$ cat config.mk
export PLATFORM = sky130hd
export DESIGN_NAME = spike_aer_encoder
export DESIGN_NICKNAME = d
export VERILOG_FILES = /design/src/rtl/snn_pkg.sv /design/src/rtl/spike_fifo.sv /design/src/rtl/spike_aer_encoder.sv
export SDC_FILE = /design/constraint.sdc
export NUM_CORES = 1
export LEC_CHECK = 0
export CAP_MARGIN = 40
export CORE_AREA = 2 2 157 82
export DETAILED_ROUTE_END_ITERATION = 8
export DIE_AREA = 0 0 159 84
export DONT_BUFFER_PORTS = 1
export HOLD_SLACK_MARGIN = 0.06
export PLACE_DENSITY = 0.45
export SLEW_MARGIN = 10
export SYNTH_ARGS = -nofsm -noshare
export SYNTH_HDL_FRONTEND = slang
export SYNTH_HIERARCHICAL = 1
export SYNTH_SLANG_ARGS = --single-unit
export TNS_END_PERCENT = 20
$ cat constraint.sdc
create_clock -name clk -period 3.2 [get_ports clk]
set_input_delay 0.48 -clock clk [delete_from_list [all_inputs] [get_ports clk]]
set_output_delay 0.48 -clock clk [all_outputs]
set_load 0.05 [all_outputs]
$ cat src/rtl/snn_pkg.sv
`default_nettype none
// ============================================================================
//  Module   : snn_pkg
//  Purpose  : Shared constants and the AER event type used by the LIF array,
//             the spike AER encoder and the downstream spike router.
//  Contents : N_NEURONS, ADDR_W, TS_W, FIFO_DEPTH, aer_event_t,
//             lowest_set() priority encoder, is_onehot() helper.
//  Revision : 1.0  initial release
// ============================================================================
package snn_pkg;

    localparam int N_NEURONS  = 4;
    localparam int ADDR_W     = 2;
    localparam int TS_W       = 8;
    localparam int FIFO_DEPTH = 4;

    typedef struct packed {
        logic [TS_W-1:0]   ts;
        logic [ADDR_W-1:0] addr;
        logic              last;
    } aer_event_t;

    // Index of the lowest set bit; 0 when the vector is empty.
    // Scanning from the top down lets the lowest index win.
    function automatic logic [ADDR_W-1:0] lowest_set(input logic [N_NEURONS-1:0] v);
        logic [ADDR_W-1:0] idx;
        idx = '0;
        for (int i = N_NEURONS - 1; i >= 0; i--) begin
            if (v[i]) idx = ADDR_W'(i);
        end
        return idx;
    endfunction

    // True iff exactly one bit is set.
    function automatic logic is_onehot(input logic [N_NEURONS-1:0] v);
        return (v != '0) && ((v & (v - N_NEURONS'(1))) == '0);
    endfunction

endpackage
`default_nettype wire

$ cat src/rtl/spike_fifo.sv
`default_nettype none
// ============================================================================
//  Module   : spike_fifo
//  Purpose  : Synchronous FIFO holding timestamped spike vectors.
//  Ports    : clk, rst      clock / synchronous active-high reset
//             push_i        write wdata_i (caller guarantees room or pop)
//             pop_i         advance read pointer (caller guarantees !empty)
//             wdata_i       entry to write
//             rdata_o       head entry (combinational read of head slot)
//             full_o        registered, count == DEPTH
//             count_o       number of stored entries
//  Revision : 1.0  initial release
// ============================================================================
module spike_fifo #(
    parameter int WIDTH = 12,
    parameter int DEPTH = 4
) (
    input  logic                     clk,
    input  logic                     rst,
    input  logic                     push_i,
    input  logic                     pop_i,
    input  logic [WIDTH-1:0]         wdata_i,
    output logic [WIDTH-1:0]         rdata_o,
    output logic                     full_o,
    output logic [$clog2(DEPTH):0]   count_o
);

    localparam int PTR_W = $clog2(DEPTH);
    localparam int CNT_W = PTR_W + 1;

    logic [WIDTH-1:0] mem_q [DEPTH];
    logic [PTR_W-1:0] wr_ptr_q, rd_ptr_q;
    logic [CNT_W-1:0] count_q, count_d;
    logic             full_q;

    always_comb begin
        count_d = count_q;
        case ({push_i, pop_i})
            2'b10:   count_d = count_q + CNT_W'(1);
            2'b01:   count_d = count_q - CNT_W'(1);
            default: count_d = count_q;
        endcase
    end

    // Pointers wrap mod DEPTH for free because DEPTH is a power of two.
    always_ff @(posedge clk) begin
        if (rst) begin
            wr_ptr_q <= '0;
            rd_ptr_q <= '0;
            count_q  <= '0;
            full_q   <= 1'b0;
        end else begin
            if (push_i) wr_ptr_q <= wr_ptr_q + PTR_W'(1);
            if (pop_i)  rd_ptr_q <= rd_ptr_q + PTR_W'(1);
            count_q <= count_d;
            full_q  <= (count_d == CNT_W'(DEPTH));
        end
    end

    // Storage needs no reset: contents are only observed behind count_q.
    always_ff @(posedge clk) begin
        if (push_i) mem_q[wr_ptr_q] <= wdata_i;
    end

    assign rdata_o = mem_q[rd_ptr_q];
    assign full_o  = full_q;
    assign count_o = count_q;

endmodule
`default_nettype wire

$ cat src/rtl/spike_aer_encoder.sv
`default_nettype none
// ============================================================================
//  Module   : spike_aer_encoder
//  Purpose  : Timestamps the LIF spike vector, buffers it and serializes it
//             into AER events {ts, addr, last} on a valid/ready interface.
//  Ports    : clk, rst      clock / synchronous active-high reset
//             en            sample enable, also advances the timestamp
//             spike_in      spike vector, bit i = neuron i
//             ev_ready      downstream accepts event
//             ev_valid/ev_addr/ev_ts/ev_last   event output
//             fifo_full     buffer full (registered)
//             drop_cnt      saturating count of dropped vectors
//  Revision : 1.0  initial release
// ============================================================================
module spike_aer_encoder
    import snn_pkg::*;
(
    input  logic                 clk,
    input  logic                 rst,
    input  logic                 en,
    input  logic [N_NEURONS-1:0] spike_in,
    input  logic                 ev_ready,
    output logic                 ev_valid,
    output logic [ADDR_W-1:0]    ev_addr,
    output logic [TS_W-1:0]      ev_ts,
    output logic                 ev_last,
    output logic                 fifo_full,
    output logic [7:0]           drop_cnt
);

    localparam int FW = TS_W + N_NEURONS;

    logic [TS_W-1:0]         ts_q;
    logic [N_NEURONS-1:0]    p_q, p_d;
    logic [TS_W-1:0]         pts_q, pts_d;
    logic [7:0]              drop_q;

    logic [FW-1:0]           w_head;
    logic [$clog2(FIFO_DEPTH):0] w_count;
    logic                    w_full, w_empty;
    logic                    w_push_req, w_push, w_pop, w_drop, w_fire;
    aer_event_t              w_ev;

    // All outputs decode directly from registers (P, its ts) so they stay
    // stable until the event is fired.
    assign w_ev.ts   = pts_q;
    assign w_ev.addr = lowest_set(p_q);
    assign w_ev.last = is_onehot(p_q);

    assign ev_valid  = (p_q != '0);
    assign ev_addr   = w_ev.addr;
    assign ev_ts     = w_ev.ts;
    assign ev_last   = w_ev.last;
    assign fifo_full = w_full;
    assign drop_cnt  = drop_q;

    assign w_empty    = (w_count == '0);
    assign w_fire     = ev_valid & ev_ready;
    assign w_pop      = !w_empty && ((p_q == '0) || (w_fire && w_ev.last));
    assign w_push_req = en && (spike_in != '0);
    // A full buffer still accepts when the head leaves on the same edge.
    assign w_push     = w_push_req && (!w_full || w_pop);
    assign w_drop     = w_push_req && w_full && !w_pop;

    spike_fifo #(
        .WIDTH (FW),
        .DEPTH (FIFO_DEPTH)
    ) u_fifo (
        .clk     (clk),
        .rst     (rst),
        .push_i  (w_push),
        .pop_i   (w_pop),
        .wdata_i ({ts_q, spike_in}),
        .rdata_o (w_head),
        .full_o  (w_full),
        .count_o (w_count)
    );

    // Serializer next state: a pop reloads P directly so consecutive vectors
    // stream without a bubble; otherwise a fire clears the bit just sent.
    always_comb begin
        p_d   = p_q;
        pts_d = pts_q;
        if (w_pop) begin
            p_d   = w_head[N_NEURONS-1:0];
            pts_d = w_head[FW-1:N_NEURONS];
        end else if (w_fire) begin
            p_d = p_q & ~(N_NEURONS'(1) << w_ev.addr);
        end
    end

    always_ff @(posedge clk) begin
        if (rst) begin
            ts_q   <= '0;
            p_q    <= '0;
            pts_q  <= '0;
            drop_q <= '0;
        end else begin
            if (en) ts_q <= ts_q + TS_W'(1);
            p_q   <= p_d;
            pts_q <= pts_d;
            if (w_drop && (drop_q != 8'hFF)) drop_q <= drop_q + 8'd1;
        end
    end

endmodule
`default_nettype wire

======== After elaboration in Yosys (flattened, before gate mapping) ========
Memory sizes are Yosys's and may differ from the RTL's. A register that Yosys moved wholly into a read port is not among the register bits.
Index checks and enable logic that the tools add are counted.
operators by class
  add/sub/neg operators ................... 7
  eq/ne operators ......................... 4
  shift operators ......................... 1
  multiplexer cells ....................... 11
  bitwise logic cells ..................... 4
  reductions and logical operators ........ 19
operator list
  kind                                                 number
  adder 8 x 1 -> 8 bit, second input constant          2
  2-to-1 mux 2 bit                                     6
  AND 4 bit                                            2
  logical AND 1 bit                                    8
  zero test 4 bit                                      2
  2-to-1 mux 4 bit                                     2
  != test 8 bit, second input constant                 1
  nonzero test 4 bit                                   2
  case mux 3 bit (2 select lines)                      1
  adder 2 x 1 -> 2 bit, second input constant          2
  inverter 4 bit                                       1
  left shift 1 x 2 -> 4 bit, first input constant      1
  subtractor 4 x 1 -> 4 bit, second input constant     1
  adder 3 x 1 -> 3 bit, second input constant          1
  equality test 3 bit, second input constant           1
  zero test 1 bit                                      3
  zero test 3 bit                                      1
  subtractor 3 x 1 -> 3 bit, second input constant     1
  equality test 2 x 1 -> 1 bit, second input constant  1
  equality test 2 bit, second input constant           1
  logical OR 1 bit                                     2
  2-to-1 mux 1 bit                                     2
  nonzero test 2 bit                                   1
  AND 1 bit                                            1
word-level totals
  bits in registers ....................... 36
  memory bits (writable) .................. 48
  input bits .............................. 8
  memories ................................ 1
memories
  name          depth  width  rd ports  clocked after memory_dff  write ports  line              text
  u_fifo.mem_q  4      12     1         1                         1            spike_fifo.sv:31  logic [WIDTH-1:0] mem_q [DEPTH];

======== Logic depth before layout (Yosys ltp) ========
  depth in word-level cells ............... 12
  mapped depth ............................ 13
  gate-level depth less buffers ........... 11

======== Cells and area by module ========
Netlist, hierarchy kept.
by module, submodules not included
  module             instances  cells an instance  area each (sq um)  seq. area each (sq um)
  spike_fifo         1          108                2194.6             1641.6
  spike_aer_encoder  1          148                1336.3             560.5

======== Least setup slack after synthesis ========
No wires, ideal clock.
  path kind ............................... input to register
  start point ............................. input ev_ready
  end point ............................... register u_fifo.full_q, in the netlist u_fifo/full_o
  setup time .............................. 0.079 ns
  arrival time ............................ 3.137 ns
  slack ................................... -0.017 ns
  stages on the path ...................... 12
  path buffers ............................ 1
  cell sequence ........................... inv_2 -> a211o_2 -> a211oi_4 -> buf_6 -> inv_1 -> a21oi_1 -> inv_1 -> ha_1 -> fa_1 -> xnor2_1 -> or3_4 -> a211oi_2
on the way
  cells in the longest elaborated chain, start to end .. 9
  elaborated cells between the ends (all ways) .. 10
ends and longest elaborated chain
  item                                                                 line                     text
  start: declaration                                                   spike_aer_encoder.sv:22  input logic ev_ready,
  AND 1 bit (*)                                                        spike_aer_encoder.sv:58  assign w_fire = ev_valid & ev_ready;
  logical AND 1 bit (*)                                                spike_aer_encoder.sv:59  assign w_pop = !w_empty && ((p_q == '0) || (w_fire && w_ev.last));
  logical OR 1 bit (*)                                                 spike_aer_encoder.sv:59
  logical AND 1 bit (*)                                                spike_aer_encoder.sv:59
  net w_pop                                                            spike_aer_encoder.sv:41  logic w_push_req, w_push, w_pop, w_drop, w_fire;
  logical OR 1 bit (*)                                                 spike_aer_encoder.sv:62  assign w_push = w_push_req && (!w_full || w_pop);
  logical AND 1 bit (*)                                                spike_aer_encoder.sv:62
  net w_push                                                           spike_aer_encoder.sv:41
  equality test 2 x 1 -> 1 bit or equality test 2 bit (tied branches)  spike_fifo.sv:38         case ({push_i, pop_i})
  case mux 3 bit (2 select lines) (*)                                  spike_fifo.sv:38
  equality test 3 bit (*)                                              spike_fifo.sv:56         full_q <= (count_d == CNT_W'(DEPTH));
  end signal: assignment                                               spike_fifo.sv:56
  end: declaration                                                     spike_fifo.sv:34         logic full_q;
The timed path passes the listed nets; every way through them passes the cells marked *.
A chain may end at the register's enable or synchronous reset.

======== Worst setup path in the final report ========
  start point ............................. register p_q[1]
  end point ............................... register u_fifo.full_q, in the netlist u_fifo/full_o
on the way
  cells in the longest elaborated chain, start to end .. 12
  elaborated cells between the ends (all ways) .. 16
ends and longest elaborated chain
  item                                                                 line                      text
  start: declaration                                                   spike_aer_encoder.sv:34   logic [N_NEURONS-1:0] p_q, p_d;
  start signal: assignment                                             spike_aer_encoder.sv:100  p_q <= p_d;
  subtractor 4 x 1 -> 4 bit                                            snn_pkg.sv:36             return (v != '0) && ((v & (v - N_NEURONS'(1))) == '0);
  AND 4 bit                                                            snn_pkg.sv:36
  zero test 4 bit                                                      snn_pkg.sv:36
  logical AND 1 bit                                                    snn_pkg.sv:36
  logical AND 1 bit                                                    spike_aer_encoder.sv:59
  logical OR 1 bit (*)                                                 spike_aer_encoder.sv:59
  logical AND 1 bit (*)                                                spike_aer_encoder.sv:59
  logical OR 1 bit (*)                                                 spike_aer_encoder.sv:62
  logical AND 1 bit (*)                                                spike_aer_encoder.sv:62
  net w_push                                                           spike_aer_encoder.sv:41
  equality test 2 x 1 -> 1 bit or equality test 2 bit (tied branches)  spike_fifo.sv:38
  case mux 3 bit (2 select lines) (*)                                  spike_fifo.sv:38
  equality test 3 bit (*)                                              spike_fifo.sv:56
Marked as above.

==> metrics.txt <==
status finished clean; post-synth top area share 0.408; #FFs+latches synth 86; leakage 0.00138 uW; # rows 29; RSZ-0062 raised after global routing false; Slowest-stage cell, CP dfxtp_1; routed len/inst about 15 um; Yosys cell types 44; Worst Hold Class in -> reg; post-synthesis sequential area ratio 0.624; CP Data Arrival Time 2.96 ns; Final Util 0.331; period utilization 0.844; H-tree levels 3; area grow syn2layout 14.5%; GRT overflow 0; Worst setup EP type flop; IO Port Bufs 0; cell accounting for the most synthesized area edfxtp_1; critical-path maximum fanout 9; Buf/Inv on CP 2; I/O pin cnt 29; Clock Sinks 86; Pre-antenna DRT Iters 4; WP depth 10; Async S/R FF share, synth 0; largest net degree at the start of global routing 40; final setup fails 0; DRC viols 0; post_cts resized 0; most used cell along the critical path inv_1; Synth Warn # 6; Slew HR 0.506; Max Fclk 0.370 GHz; post-synthesis cell area 0.00353 mm^2; First DRT Iteration DRCs 98; Tmin final 2.70 ns; data required time of the critical path 3.46 ns; Worst Tran Pin Value 0.741 ns; ANT cells 0; clock slew at reported path FFs ~0.06 ns; slowest cell delay on critical path 0.40 ns; Pwr Total 3850 uW; Die ar. 0.0134 mm^2; Peak VDD IR ~0.64 mV; initial core utilization 0.290; syn avg cell area 13.8 um^2; max_cap viols 0; R2R depth 10; Chip Width 159 um; CTS hold repair buffers 0; CTS Buffer Depth 2; total global-route track usage 0.109; Synth Instances 256; share of cells above drive strength 1 0.179; EDFF count, synth 48; WS Path Type reg -> reg; first-pass GRT wire length 10900 um; top-count cell post-synth edfxtp_1; ANT nets after route 0; WHS Path Cells 1; Die Ht 84 um; Power per Cell Area approximately 950 mW/mm^2; crit start category flop; placed instance count 422; total wire length 6660 um; Worst-Skew Late Latency 0.33 ns; top cells by count, synth 48 x edfxtp_1, 38 x dfxtp_1, 30 x nor2_1; post-CTS setup buffers 0; Slew Limit Fails 0; Fin Clk Skew 0.00560 ns; DPL Wire Length 4590 um; CTS root buf clkbuf_16; top cells by area, synth edfxtp_1 41%, dfxtp_1 22%, mux4_2 7.7%, nor2_1 3.2%, mux2i_1 3.1%; final cell count without fillers between 400 and 500; TritonCTS Buffers 9; GPL Wtd Cong around 0.72; TritonCTS clock tree yes; Top delay family on crit path compound AO/OA/AOI/OAI gates; initial antenna violation count 0; vias in the first global route roughly 1900; CORE AREA 0.0122 mm^2; critical path, cell by cell a211o_1 -> a211oi_4 -> inv_1 -> a21oi_2 -> inv_1 -> ha_1 -> fa_1 -> xnor2_1 -> or3_4 -> a211oi_2; syn nets approximately 270; setup_tns 0 ns; Final Hold Fails 0; Most used DFF post-synth edfxtp_1; Vias 1964; Vias/cell 4.48; Post-layout nets around 280
==> metrics by stage <==
stage                     worst slack, ns  hold slack [ns]  cell area, um^2
after floorplan                    0.0965            0.469             3530
after global placement              0.485            0.504             3700
after detailed placement            0.443            0.519             3720
after CTS                           0.482            0.192             4040
after global routing                0.211            0.189             4040
final                               0.498            0.206             4040
==> power breakdown <==
part	switching (uW)	internal (uW)	total, uW	leakage, uW
registers	335	1340	1670	0.000752
logic	632	448	1080	0.000481
clock network	418	686	1100	0.000150
total	1390	2470	3850	0.00138
==> worst reg2reg max path, stage by stage, from the launching register on <==
cell      delay (ns)
dfxtp_1         0.40
a211o_1         0.36
a211oi_4        0.26
inv_1           0.08
a21oi_2         0.16
inv_1           0.06
ha_1            0.23
fa_1            0.38
xnor2_1         0.16
or3_4           0.35
a211oi_2        0.21
==> state kept, by name, summed over array words and instances, names as in the netlist, named ones only <==
name             cells
p_q                  4
u_fifo/rd_ptr_q      2
drop_cnt             8
ev_ts                8
u_fifo/wr_ptr_q      2
u_fifo/mem_q        48
ts_q                 8
u_fifo/count_o       3
u_fifo/full_o        1
==> placed cells by master, fill, tap and decap left out, drive strengths merged, types with 4 or more instances in the layout <==
cell and count:
edfxtp 48, dfxtp 38, nor2 30, a21oi 14
mux4 12, nand2 11, mux2i 11, o21ai 10
clkbuf 9, buf 8, inv 8, xor2 7
ha 7, or3 5, xnor2 4, and3 4
and2 4
==> routing by layer <==
layer,part of all wire,global-route usage,vias up
li1,-,-,964
met1,0.53,0.155,961
met2,0.41,0.150,30
met3,0.052,0.0427,9
met4,0.0099,0.0347,0
met5,0,0,-
==> kinds of logic after synthesis <==
kind of cell,synth area share
DFF,0.624
and+or+nand+nor,0.101
AOI/OAI and AO/OA,0.0677
muxes,0.117
buffers and inverters,0.0322
xor gates and xnor gates,0.0273
adders and majority gates,0.0305
==> path summary, 6_finish.rpt <==
path                         from                             to  slack [ns]
min                           rst       drop_cnt[6]$_SDFFE_PP0P_        0.21
max           p_q[1]$_SDFFE_PP0P_       u_fifo/full_o$_SDFF_PP0_        0.50
min reg2reg  ts_q[7]$_SDFFE_PP0P_  u_fifo/mem_q[2][11]$_DFFE_PP_        0.53
max reg2reg   p_q[1]$_SDFFE_PP0P_       u_fifo/full_o$_SDFF_PP0_        0.50
==> area by class of cell <==
class | count | area, um^2
Timing Repair Buffer | 8 | 63.8
Sequential cell | 86 | 2200
Fill cell | 1225 | 8150
Clock inverter | 7 | 96.3
Multi-Input combinational cell | 152 | 1220
Tap cell | 170 | 213
Clock buffer | 9 | 225
Inverter | 6 | 22.5
No activity file was read; power rests on OpenSTA's default activity.
